## config.mk

```make
export PLATFORM = sky130hd
export DESIGN_NAME = ksa_multiword_seq
export DESIGN_NICKNAME = d
export VERILOG_FILES = /design/src/rtl/ksa_multiword_seq.sv
export SDC_FILE = /design/constraint.sdc
export NUM_CORES = 1
export LEC_CHECK = 0
export ABC_CLOCK_PERIOD_IN_PS = 5650
export CORE_ASPECT_RATIO = 1.5
export CORE_MARGIN = 3
export CORE_UTILIZATION = 52
export CTS_CLUSTER_DIAMETER = 200
export CTS_CLUSTER_SIZE = 8
export DETAILED_ROUTE_END_ITERATION = 8
export PLACE_DENSITY = 0.86
export SYNTH_ARGS = -nofsm -noshare
export SYNTH_HDL_FRONTEND = slang
export SYNTH_SLANG_ARGS = --single-unit
```

## constraint.sdc

```tcl
create_clock -name clk -period 5.65 [get_ports clk]
set_clock_uncertainty 0.1 [all_clocks]
set_input_delay 0.565 -clock clk [delete_from_list [all_inputs] [get_ports clk]]
set_output_delay 0.565 -clock clk [all_outputs]
set_load 0.05 [all_outputs]
```

## src/rtl/ksa_multiword_seq.sv

```systemverilog
// Multi-word add sequencer: streams a WIDTH*WORDS operand pair through an external
// WIDTH-bit Kogge-Stone adder one word per cycle, LSW first, and chains the carry.
module ksa_multiword_seq #(
    parameter int WIDTH = 16,
    parameter int WORDS = 4
) (
    input  logic                     clk,
    input  logic                     rst_n,
    input  logic                     in_valid,
    output logic                     in_ready,
    input  logic [WIDTH*WORDS-1:0]   in_a,
    input  logic [WIDTH*WORDS-1:0]   in_b,
    input  logic                     in_cin,
    output logic                     out_valid,
    input  logic                     out_ready,
    output logic [WIDTH*WORDS-1:0]   out_sum,
    output logic                     out_cout,
    output logic                     out_ovf,
    output logic [WIDTH-1:0]         add_a,
    output logic [WIDTH-1:0]         add_b,
    output logic                     add_cin,
    input  logic [WIDTH-1:0]         add_sum,
    input  logic                     add_cout
);

    localparam int TOTAL = WIDTH * WORDS;
    localparam int IDX_W = (WORDS > 1) ? $clog2(WORDS) : 1;
    localparam logic [IDX_W-1:0] LAST_IDX = IDX_W'(WORDS - 1);

    typedef enum logic [1:0] {
        IDLE = 2'd0,
        RUN  = 2'd1,
        DONE = 2'd2
    } state_e;

    state_e             state_q;
    logic [IDX_W-1:0]   idx_q;
    logic [TOTAL-1:0]   a_q;
    logic [TOTAL-1:0]   b_q;
    logic [TOTAL-1:0]   sum_q;
    logic               carry_q;
    logic               valid_q;
    logic               cout_q;
    logic               ovf_q;

    // NOTE: in_ready is gated by rst_n so it reads 0 for the whole reset, not just after the first edge.
    assign in_ready  = rst_n && (state_q == IDLE);
    assign out_valid = valid_q;
    assign out_sum   = sum_q;
    assign out_cout  = cout_q;
    assign out_ovf   = ovf_q;

    // NOTE: every output of a combinational block gets a default first, otherwise a latch is inferred.
    always_comb begin
        add_a   = '0;
        add_b   = '0;
        add_cin = 1'b0;
        if (state_q == RUN) begin
            add_a   = a_q[int'(idx_q)*WIDTH +: WIDTH];
            add_b   = b_q[int'(idx_q)*WIDTH +: WIDTH];
            add_cin = carry_q;
        end
    end

    // NOTE: sequential state uses non-blocking assignments only, so all registers update together.
    always_ff @(posedge clk or negedge rst_n) begin
        if (!rst_n) begin
            state_q <= IDLE;
            idx_q   <= '0;
            a_q     <= '0;
            b_q     <= '0;
            sum_q   <= '0;
            carry_q <= 1'b0;
            valid_q <= 1'b0;
            cout_q  <= 1'b0;
            ovf_q   <= 1'b0;
        end else begin
            unique case (state_q)
                IDLE: begin
                    if (in_valid) begin
                        a_q     <= in_a;
                        b_q     <= in_b;
                        carry_q <= in_cin;
                        idx_q   <= '0;
                        state_q <= RUN;
                    end
                end
                RUN: begin
                    sum_q[int'(idx_q)*WIDTH +: WIDTH] <= add_sum;
                    carry_q <= add_cout;
                    if (idx_q == LAST_IDX) begin
                        // Overflow = carry into the sign bit XOR carry out of it.
                        cout_q  <= add_cout;
                        ovf_q   <= add_cout ^ (a_q[TOTAL-1] ^ b_q[TOTAL-1] ^ add_sum[WIDTH-1]);
                        valid_q <= 1'b1;
                        idx_q   <= '0;
                        state_q <= DONE;
                    end else begin
                        idx_q <= idx_q + 1'b1;
                    end
                end
                DONE: begin
                    if (out_ready) begin
                        valid_q <= 1'b0;
                        state_q <= IDLE;
                    end
                end
                default: state_q <= IDLE;
            endcase
        end
    end

endmodule

```

After elaboration in Yosys (flattened, before gate mapping) --
Index checks and enable logic that the tools add are counted.
Cells by class: $add $sub $neg 2, equal/unequal tests 6, shift-type cells 4, multiplexer cells 16, bitwise logic cells 3, reductions and logical operators 9
Operators by type and width (number):
- indexed part select 64 x 7 -> 16 bit | 2
- bitwise mux 64 bit | 1
- variable shift 16 x 33 -> 64 bit, first input constant | 1
- indexed part select 16 x 33 -> 64 bit | 1
- negator 6 -> 33 bit | 1
- 2-to-1 mux 16 bit | 2
- 2-to-1 mux 2 bit | 5
- one-hot mux 2 bit (3 select lines) | 1
- AND reduction 2 bit | 3
- AND reduction 3 bit | 2
- == test 2 bit, second input constant | 2
- 2-to-1 mux 1 bit | 4
- != test 2 bit, second input constant | 2
- one-hot mux 1 bit (2 select lines) | 2
- one-hot mux 2 bit (2 select lines) | 1
- nonzero test 2 bit | 2
- bitwise XOR 1 bit | 3
- adder 2 x 1 -> 2 bit, second input constant | 1
- == test 2 x 1 -> 1 bit, second input constant | 1
- zero test 2 bit | 1
- != test 2 x 1 -> 1 bit, second input constant | 1
- logical AND 1 bit | 1
Word-level totals: bits in registers 200, bits of input ports 150, output and inout bits 101

Logic depth before layout (Yosys ltp) --
Gate-level depths: netlist (run 1).
depth in word-level cells 3, depth in mapped cells 9, depth with buffers taken out 5

Worst setup path before layout (run 1) --
OpenSTA, ideal clock, no wires.
path kind input to output, start point in rst_n, end point out in_ready, arrival 1.711 ns, data required time 4.985 ns, path slack 3.274 ns, stages on the path 1, cell sequence nor3b_1
Between the ends: longest elaborated chain between the ends 1
Ends and longest elaborated chain:
- start, declared | line 8 | input logic rst_n,
- logical AND 1 bit | line 47 | assign in_ready = rst_n && (state_q == IDLE);
- end, declared | line 10 | output logic in_ready,
Every way passes these cells.

Worst setup path after layout (run 1) --
start point reg idx_q[0], end point out add_a[5]
Between the ends: longest elaborated chain between the ends 2
Ends and longest elaborated chain:
- start, declared | line 37 | logic [IDX_W-1:0] idx_q;
- start signal, assigned | line 99 | idx_q <= idx_q + 1'b1;
- indexed part select 64 x 7 -> 16 bit | line 59 | add_a = a_q[int'(idx_q)*WIDTH +: WIDTH];
- 2-to-1 mux 16 bit | line 58 | if (state_q == RUN) begin
- end, declared | line 19 | output logic [WIDTH-1:0] add_a,
Every way passes these cells.

==> flow_metrics.tcl, run 1 <==
set metrics [dict create \
    r2r-start "idx_q[0]" \
    fin_total_pwr_w 0.00767 \
    cp_max_fo 23 \
    startpoint_type "register" \
    cts_setup_buffers 0 \
    multi_input_area_um2 3450 \
    wl_um 22900 \
    wl_per_cell_um 17.4 \
    crit_path_end "add_a[5]" \
    yosys_warnings 0 \
    drive_gt1_frac 0.0748 \
    drcViolationCount 0 \
    gr-total-overflow 0 \
    setup_viol 0 \
    synthCells 876 \
    status "completed" \
    ys_seq_area_frac 0.569 \
    hold_viol 0 \
    cts.sinks 200 \
    seq_area_um2 5010 \
    cts.clk_slew.worst_paths_ns 0.07 \
    grt_max_degree 80 \
    leakage_nw 5.55 \
    ios 251 \
    critPathKind "reg -> out" \
    arrival_ns 3.21 \
    first_pass_iters 5 \
    fillCellCount 1232 \
    initial_core_util 0.536 \
    crit_cells 4 \
    detail_route.iter0.violations 527 \
    drv_cap 0 \
    die_y_um 165 \
    critPathBufInv 2 \
    finalWorstSetupSlack_ns 1.78 \
    end_kind "output pin" \
    die_x_um 112 \
    crit_slowest_cell "dfrtp_2" \
    synth_area_um2 8790 \
    gp_congestion 0.836 \
    clkLatencyLatePin_ns 0.41 \
    final_common_cell "nand2_1" \
    ir_drop_mv 0.433 \
    dpl_cell_area_um2 11300 \
    post_cts_resized 0 \
    hold_path.class "reg -> reg" \
    preCtsSetupSlack_ns 2.15 \
    final_area_um2 11900 \
    fin_crit_ns 3.87 \
    path_cells "buf_4, mux4_2, and2_1, clkdlybuf4s50_1" \
    critPathMaxStageDelay_ns 0.79 \
    worstMarginPinSlew_ns 1.12 \
    rsz0062_at_grt "false" \
    grtUsageTotal 0.253 \
    r2r_cells 6 \
    syn_avg_cell_area_um2 10.0 \
    dpl.hpwl_um 16200 \
    dr_total_vias 6971 \
    synth.net_count 1032 \
    crit_family "buffers and inverters" \
    ant_nets 0 \
    critPathRequiredTime_ns 4.99 \
    synth_seq_cells 200 \
    antenna_found_initial 4 \
    cts_root_buf "clkbuf_16" \
    rows 57 \
    cts_max_level 4 \
    final_cell_mix "nand2_1, clkdlybuf4s50_1, dfrtp_1" \
    max_freq_ghz 0.258 \
    grt_pass1_wl_um 37300 \
    rrSetupSlack_ns 2.21 \
    num-nets-final 1253 \
    viasPerCell 5.30 \
    grt_pass1_vias 7342 \
    ys_types 32 \
    fin_setup_tns_ns 0 \
    dieArea_um2 18500 \
    cts_buffers 17 \
    syn_to_final_growth_pct 34.8 \
    cts_tree "yes" \
    ctsHoldBuffers 1 \
    fin_crit_sh 0.685 \
    portBuffers 250 \
    power_density_nw_per_um2 647 \
    core_area_um2 16400 \
    ctsLongestPathBuffers 2 \
    relSlewSlack 0.251 \
    finalMaxSlewViolations 0 \
    r2r_end "out_sum[34]" \
    cp-startpoint "idx_q[0]" \
]
-- stage by stage --
stage	std cells	hold WS (ns)	util
detailed placement	1283	0.357	0.688
floorplan	876	0.169	-
global placement	1283	0.352	0.688
finish	1316	0.370	0.722
CTS	1315	0.374	0.722
global route	1316	0.385	0.722
-- worst min path at each step --
stage	cells past startpoint	endpoint	from
floorplan	0	a_q[0]	rst_n
global placement	2	b_q[60]	b_q[60]
detailed placement	2	a_q[39]	a_q[39]
CTS	2	a_q[39]	a_q[39]
global route	2	a_q[39]	a_q[39]
finish	2	a_q[39]	a_q[39]
-- flip-flops by register name, indices dropped and copies added, names as in the netlist --
register	cells
a_q	64
b_q	64
out_sum	64
idx_q	2
state_q	2
carry_q	1
out_cout	1
out_ovf	1
out_valid	1
-- worst min-delay path: cells and delay by family (launching register included) --
kind,cells,cell delay [ns]
simple gates,2,0.10
flops,1,0.34
-- metal layers --
metal | track usage | up-vias | routed length [µm]
met1 | 0.301 | 3374 | 8620
met4 | 0.0787 | 6 | 536
met2 | 0.450 | 277 | 11900
li1 | - | 3271 | -
met5 | 0 | - | 40
met3 | 0.0653 | 43 | 1760
-- synth_stat cells --
cell / number / area [µm²]
a21oi_1: 2 / 10.0
a22o_1: 32 / 280
a22oi_1: 1 / 7.51
and2_1: 33 / 206
buf_2: 16 / 80.1
buf_4: 6 / 45.0
buf_6: 13 / 146
clkbuf_1: 20 / 75.1
clkbuf_2: 1 / 5.00
dfrtp_1: 200 / 5000
ha_1: 6 / 75.1
inv_1: 3 / 11.3
mux2_2: 2 / 22.5
mux4_2: 32 / 721
nand2_1: 454 / 1700
nand2b_4: 1 / 13.8
nand3_1: 2 / 10.0
nand3b_1: 2 / 15.0
nand3b_4: 1 / 20.0
nor2_1: 2 / 7.51
nor2b_1: 1 / 6.26
nor3b_1: 1 / 7.51
nor3b_2: 1 / 12.5
nor4_4: 1 / 21.3
nor4b_4: 2 / 47.6
nor4bb_1: 1 / 10.0
o21ai_0: 31 / 155
o21ai_1: 2 / 10.0
o31ai_1: 3 / 22.5
or3b_1: 1 / 8.76
xnor2_1: 2 / 17.5
xor2_1: 1 / 8.76
-- area by class of cell --
type                    instances  share of cell area
well taps                     206              0.0218
clock inverters                12             0.00950
multi-input cells             617               0.291
flip-flops and latches        200               0.423
diodes                          1            0.000211
inverters                       3            0.000950
repair buffers                258               0.217
clock buffers                  19              0.0374
-- logic make-up after synthesis --
family,synth area share
AOI/OAI and AO/OA,0.0552
DFF,0.569
buffers and inverters,0.0413
and+or+nand+nor,0.238
xor gates and xnor gates,0.00299
adders and majority gates,0.00854
muxes,0.0846
-- where the power goes --
part | internal (W) | leakage, nW | switching [W]
clock network | 0.000591 | 0.267 | 0.000563
logic | 0.00151 | 2.72 | 0.00246
registers | 0.00208 | 2.56 | 0.000464
(Power assumes the default switching activity.)
==> run 2, diff against run 1 <==
==> config.mk (replaced) <==
export PLATFORM = sky130hd
export DESIGN_NAME = ksa_multiword_seq
export DESIGN_NICKNAME = d
export VERILOG_FILES = /design/src/rtl/ksa_multiword_seq.sv
export SDC_FILE = /design/constraint.sdc
export NUM_CORES = 1
export LEC_CHECK = 0
export ABC_CLOCK_PERIOD_IN_PS = 3640
export CORE_ASPECT_RATIO = 1.5
export CORE_MARGIN = 3
export CORE_UTILIZATION = 48
export CTS_CLUSTER_DIAMETER = 200
export CTS_CLUSTER_SIZE = 8
export DETAILED_ROUTE_END_ITERATION = 8
export PLACE_DENSITY = 0.8
export SYNTH_ARGS = -nofsm -noshare
export SYNTH_HDL_FRONTEND = slang
export SYNTH_SLANG_ARGS = --single-unit
==> constraint.sdc (replaced) <==
create_clock -name clk -period 3.64 [get_ports clk]
set_clock_uncertainty 0.1 [all_clocks]
set_input_delay 0.364 -clock clk [delete_from_list [all_inputs] [get_ports clk]]
set_output_delay 0.364 -clock clk [all_outputs]
set_load 0.05 [all_outputs]
==> run 2 against run 1 <==
Effect of this change: critical path depth unchanged; sequential share of layout area down 0.47 points; global-route usage fell by 1.9 points; register-to-register slack lost 1.2 ns; via count is 0.16% lower; clock power is 64% higher; clock-buffer cell count down 1; setup slack lost 1.5 ns; non-clock buffer count up 10; sequential power grew 53%; critical path type unchanged; final area increased by 1.1%.
==> flow_metrics.tcl, run 2 (same netlist as run 1, synthesis figures left out) <==
set metrics [dict create \
    rrSetupSlack_ns 1.05 \
    worstMarginPinSlew_ns 1.01 \
    leakage_nw 5.63 \
    startpoint_type "register" \
    ctsLongestPathBuffers 2 \
    clkLatencyLatePin_ns 0.43 \
    detail_route.iter0.violations 482 \
    grtUsageTotal 0.234 \
    ant_nets 0 \
    cp_max_fo 22 \
    die_y_um 172 \
    rsz0062_at_grt "false" \
    cts_max_level 4 \
    hold_viol 0 \
    die_x_um 116 \
    gp_congestion 0.796 \
    dr_total_vias 6960 \
    grt_pass1_vias 7120 \
    relSlewSlack 0.329 \
    antenna_found_initial 2 \
    initial_core_util 0.490 \
    cts.clk_slew.worst_paths_ns 0.08 \
    num-nets-final 1263 \
    drive_gt1_frac 0.0839 \
    end_kind "output pin" \
    power_density_nw_per_um2 1010 \
    setup_viol 0 \
    cts_tree "yes" \
    status "completed" \
    ios 251 \
    final_cell_mix "nand2_1, clkdlybuf4s50_1, dfrtp_1" \
    cts.sinks 200 \
    holdWs_ns 0.299 \
    max_freq_ghz 0.295 \
    arrival_ns 2.93 \
    fin_crit_ns 3.39 \
    rows 60 \
    fin_setup_tns_ns 0 \
    drcViolationCount 0 \
    fin_crit_sh 0.932 \
    critPathRequiredTime_ns 3.18 \
    cts_setup_buffers 0 \
    syn_to_final_growth_pct 36.4 \
    final_common_cell "nand2_1" \
    portBuffers 250 \
    dpl.hpwl_um 16200 \
    ir_drop_mv 0.484 \
    gr-total-overflow 0 \
    finalMaxSlewViolations 0 \
    first_pass_iters 5 \
    wl_um 22800 \
    dieArea_um2 20000 \
    drv_cap 0 \
    critPathKind "reg -> out" \
    grt_pass1_wl_um 36300 \
    cts_root_buf "clkbuf_16" \
    grt_max_degree 83 \
    hold_path.class "in -> async" \
    core_area_um2 17900 \
    viasPerCell 5.20 \
    cts_buffers 17 \
    wl_per_cell_um 17.1 \
]
-- run 2: cell count changes in the layout (fill, tap and decap cells not counted), sizes merged --
| cell | change |
|---|---|
| clkinvlp | -2 |
| clkinv | -2 |
| buf | +10 |
| inv | +5 |
| clkbuf | -1 |
| bufinv | +1 |
-- run 2: layout make-up --
type | instances | area, µm²
fillers | 1360 | 5960
clock buffers | 18 | 429
diodes | 1 | 2.50
repair buffers | 268 | 2670
clock inverters | 14 | 155
inverters | 3 | 11.3
well taps | 217 | 272
multi-input cells | 617 | 3440
flip-flops and latches | 200 | 5010
-- run 2: what timing repair did --
action | 4_1_cts | 5_1_grt
endpoints found under the setup margin | 0 | 0
resized for setup | 0 | 0
hold buffers | 1 | 0
endpoints found under the hold margin | 39 | 0
-- run 2: report_power, final --
group	internal, W	leakage [nW]	switching [W]	total (W)
sequential	0.00323	2.56	0.000666	0.00389
clock	0.000984	0.291	0.000904	0.00189
combinational	0.00241	2.78	0.00386	0.00627
total	0.00662	5.63	0.00543	0.0121
-- run 2: worst paths after layout --
check,to,depth (start not counted),from
max in group asynchronous,idx_q[0],3,rst_n
min reg2reg,a_q[45],2,a_q[45]
min in group clk,b_q[0],3,in_b[0]
max reg2reg,out_sum[42],6,idx_q[0]
max,add_a[14],4,idx_q[0]
min,b_q[16],2,rst_n
-- run 2: metal layers --
layer	track usage	up-vias	part of all wire
met5	0	-	0
met4	0.109	0	0.036
met3	0.0641	55	0.076
met2	0.389	274	0.51
met1	0.282	3333	0.38
li1	-	3298	-
-- run 2: worst max-delay path: stages, from the launching register on --
cell and delay [ns]:
dfrtp_2 0.81, buf_4 0.29, mux4_2 0.51, and2_1 0.17
clkdlybuf4s50_1 0.71
-- run 2: metrics by stage --
| stage | setup slack [ns] | cells | cell area, µm² | utilization | total power (W) |
|---|---|---|---|---|---|
| final | 0.248 | 1338 | 12000 | 0.668 | 0.0121 |
| after global routing | 0.0860 | 1338 | 12000 | 0.668 | 0.0128 |
| after CTS | 0.182 | 1337 | 12000 | 0.668 | 0.0122 |
| after detailed placement | 0.651 | 1304 | 11400 | 0.635 | 0.0102 |
| after global placement | 0.674 | 1304 | 11400 | 0.635 | 0.0101 |
| after floorplan | 1.31 | 876 | 8790 | - | 0.00822 |
==> run 3, diff against run 2 <==
--- a/config.mk
+++ b/config.mk
@@ -7,7 +7,6 @@
 export LEC_CHECK = 0
 export ABC_CLOCK_PERIOD_IN_PS = 3640
 export CORE_ASPECT_RATIO = 1.5
-export CORE_MARGIN = 3
 export CORE_UTILIZATION = 48
 export CTS_CLUSTER_DIAMETER = 200
 export CTS_CLUSTER_SIZE = 8
==> run 3 against run 2 <==
Effect of this change: non-clock buffer count decreased by 1; critical path type unchanged; largest cell class unchanged; total power up 0.65%; clock power grew 4%; via count shrank 0.13%; sequential share of layout area fell by 0.062 points; critical path depth unchanged.
==> flow_metrics.tcl, run 3 (same netlist as run 1, synthesis figures left out) <==
set metrics [dict create \
    critPathKind "reg -> out" \
    syn_to_final_growth_pct 36.6 \
    grt_max_degree 131 \
    gr-total-overflow 0 \
    cts_buffers 17 \
    crit_slowest_cell "clkdlybuf4s50_1" \
    multi_input_area_um2 3440 \
    ant_nets 0 \
    rsz0062_at_grt "false" \
    p_comb_frac 0.516 \
    cp_max_fo 17 \
    setup_viol 0 \
    ios 251 \
    p_int_w 0.00670 \
    p_seq_frac 0.322 \
    seq_area_um2 5010 \
    worstMarginPinSlew_ns 1.00 \
    cts_tree "yes" \
    drcViolationCount 0 \
    fin_util 0.669 \
    ctsLongestPathBuffers 2 \
    grt_pass1_vias 7173 \
    wl_um 22600 \
    detail_route.iter0.violations 546 \
    finalWorstSetupSlack_ns 0.307 \
    dieArea_um2 18900 \
    final_common_cell "nand2_1" \
    cts.clk_slew.worst_paths_ns 0.08 \
    die_y_um 168 \
    arrival_ns 2.87 \
    status "completed" \
    switchingPower_w 0.00543 \
    max_freq_ghz 0.300 \
    finalMaxSlewViolations 0 \
    fin_crit_ns 3.33 \
    preCtsSetupSlack_ns 0.564 \
    power_density_nw_per_um2 1010 \
    critPathRequiredTime_ns 3.18 \
    antenna_found_initial 4 \
    first_pass_iters 5 \
    p_clk_frac 0.162 \
    fin_crit_sh 0.916 \
    end_kind "output pin" \
    critPathMaxStageDelay_ns 0.70 \
    cts_setup_buffers 0 \
    hold_viol 0 \
    fin_setup_tns_ns 0 \
    ir_drop_mv 0.644 \
    wl_per_cell_um 16.9 \
    num-nets-final 1262 \
    dr_total_vias 6951 \
    final_cell_mix "nand2_1, clkdlybuf4s50_1, dfrtp_1" \
    rows 60 \
    fillCellCount 1387 \
    final-instance-count-excl-fill 1337 \
    initial_core_util 0.490 \
    min_from "in_b[58]" \
    fin_total_pwr_w 0.0121 \
    clkLatencyLatePin_ns 0.43 \
    grt_pass1_wl_um 37100 \
    cts_max_level 4 \
    path_cells "buf_4, mux4_2, and2_1, clkdlybuf4s50_1" \
    cts_root_buf "clkbuf_16" \
    drv_cap 0 \
    core_area_um2 17900 \
    viasPerCell 5.20 \
    dpl.hpwl_um 15600 \
    gp_congestion 0.840 \
    cp-startpoint "idx_q[0]" \
    leakage_nw 5.63 \
    swShare 0.448 \
    placedCellCount 1303 \
    r2r-start "idx_q[0]" \
    hold_path.class "in -> reg" \
    portBuffers 250 \
    grtUsageTotal 0.255 \
    relSlewSlack 0.333 \
    die_x_um 112 \
    drive_gt1_frac 0.0840 \
    startpoint_type "register" \
    cts.sinks 200 \
]
[run 3: cell count changes in the layout (fill, tap and decap cells not counted)]
cell / before / now
clkinv_4: 2 / 1
buf_4: 15 / 14
clkbuf_8: 1 / 2
dfrtp_4: 0 / 1
dfrtp_2: 2 / 1
clkbuf_1: 1 / 0
bufinv_16: 1 / 2
clkinvlp_4: 0 / 1
inv_8: 6 / 4
clkinv_2: 1 / 0
inv_6: 4 / 6
[run 3: power groups by stage]
stage          registers, W  logic [W]  clock network, W
2_1_floorplan       0.00471    0.00351                 0
3_3_place_gp        0.00390    0.00618                 0
3_5_place_dp        0.00394    0.00629                 0
4_1_cts             0.00391    0.00631           0.00201
5_1_grt             0.00403    0.00670           0.00210
6_report            0.00391    0.00626           0.00196
[run 3: path summary, 6_finish.rpt]
check                              end  slack [ns]  cells past startpoint
setup / recovery              add_a[5]        0.31                      4
hold / removal                 b_q[58]        0.34                      3
setup reg to reg           out_sum[21]        1.16                      7
hold reg to reg                a_q[46]        0.37                      2
max in group asynchronous      a_q[30]        1.70                      3
min in group asynchronous      b_q[55]        0.35                      2
[run 3: worst max-delay path: cells and delay by family (launching register included)]
kind / cells / cell delay [ns]
AND/OR/NAND/NOR: 1 / 0.19
multiplexers: 1 / 0.53
buffers and inverters: 2 / 1.04
flip-flops: 1 / 0.66
[run 3: layout make-up]
type | count | area share
flip-flops and latches | 200 | 0.417
multi-input cells | 617 | 0.286
repair buffers | 267 | 0.222
clock buffers | 18 | 0.0366
well taps | 217 | 0.0226
clock inverters | 14 | 0.0145
inverters | 3 | 0.000938
diodes | 1 | 0.000208
[run 3: repair_timing]
| item | 4_1_cts | 5_1_grt |
|---|---|---|
| hold buffers | 1 | 0 |
| resized for setup | 0 | 1 |
| setup endpoints to repair | 0 | 2 |
| hold endpoints to repair | 52 | 0 |
[run 3: per-layer routing]
layer | GRT usage | vias up | wire [µm]
met4 | 0.0910 | 4 | 470
met1 | 0.304 | 3377 | 8920
li1 | - | 3292 | -
met3 | 0.0742 | 33 | 1480
met2 | 0.438 | 245 | 11700
met5 | 0 | - | 30
[run 3: metrics by stage]
stage	hold WS (ns)	area, µm²
final	0.343	12000
after CTS	0.330	12000
after detailed placement	0.262	11400
after floorplan	-0.0316	8790
after global routing	0.342	12000
after global placement	0.257	11400
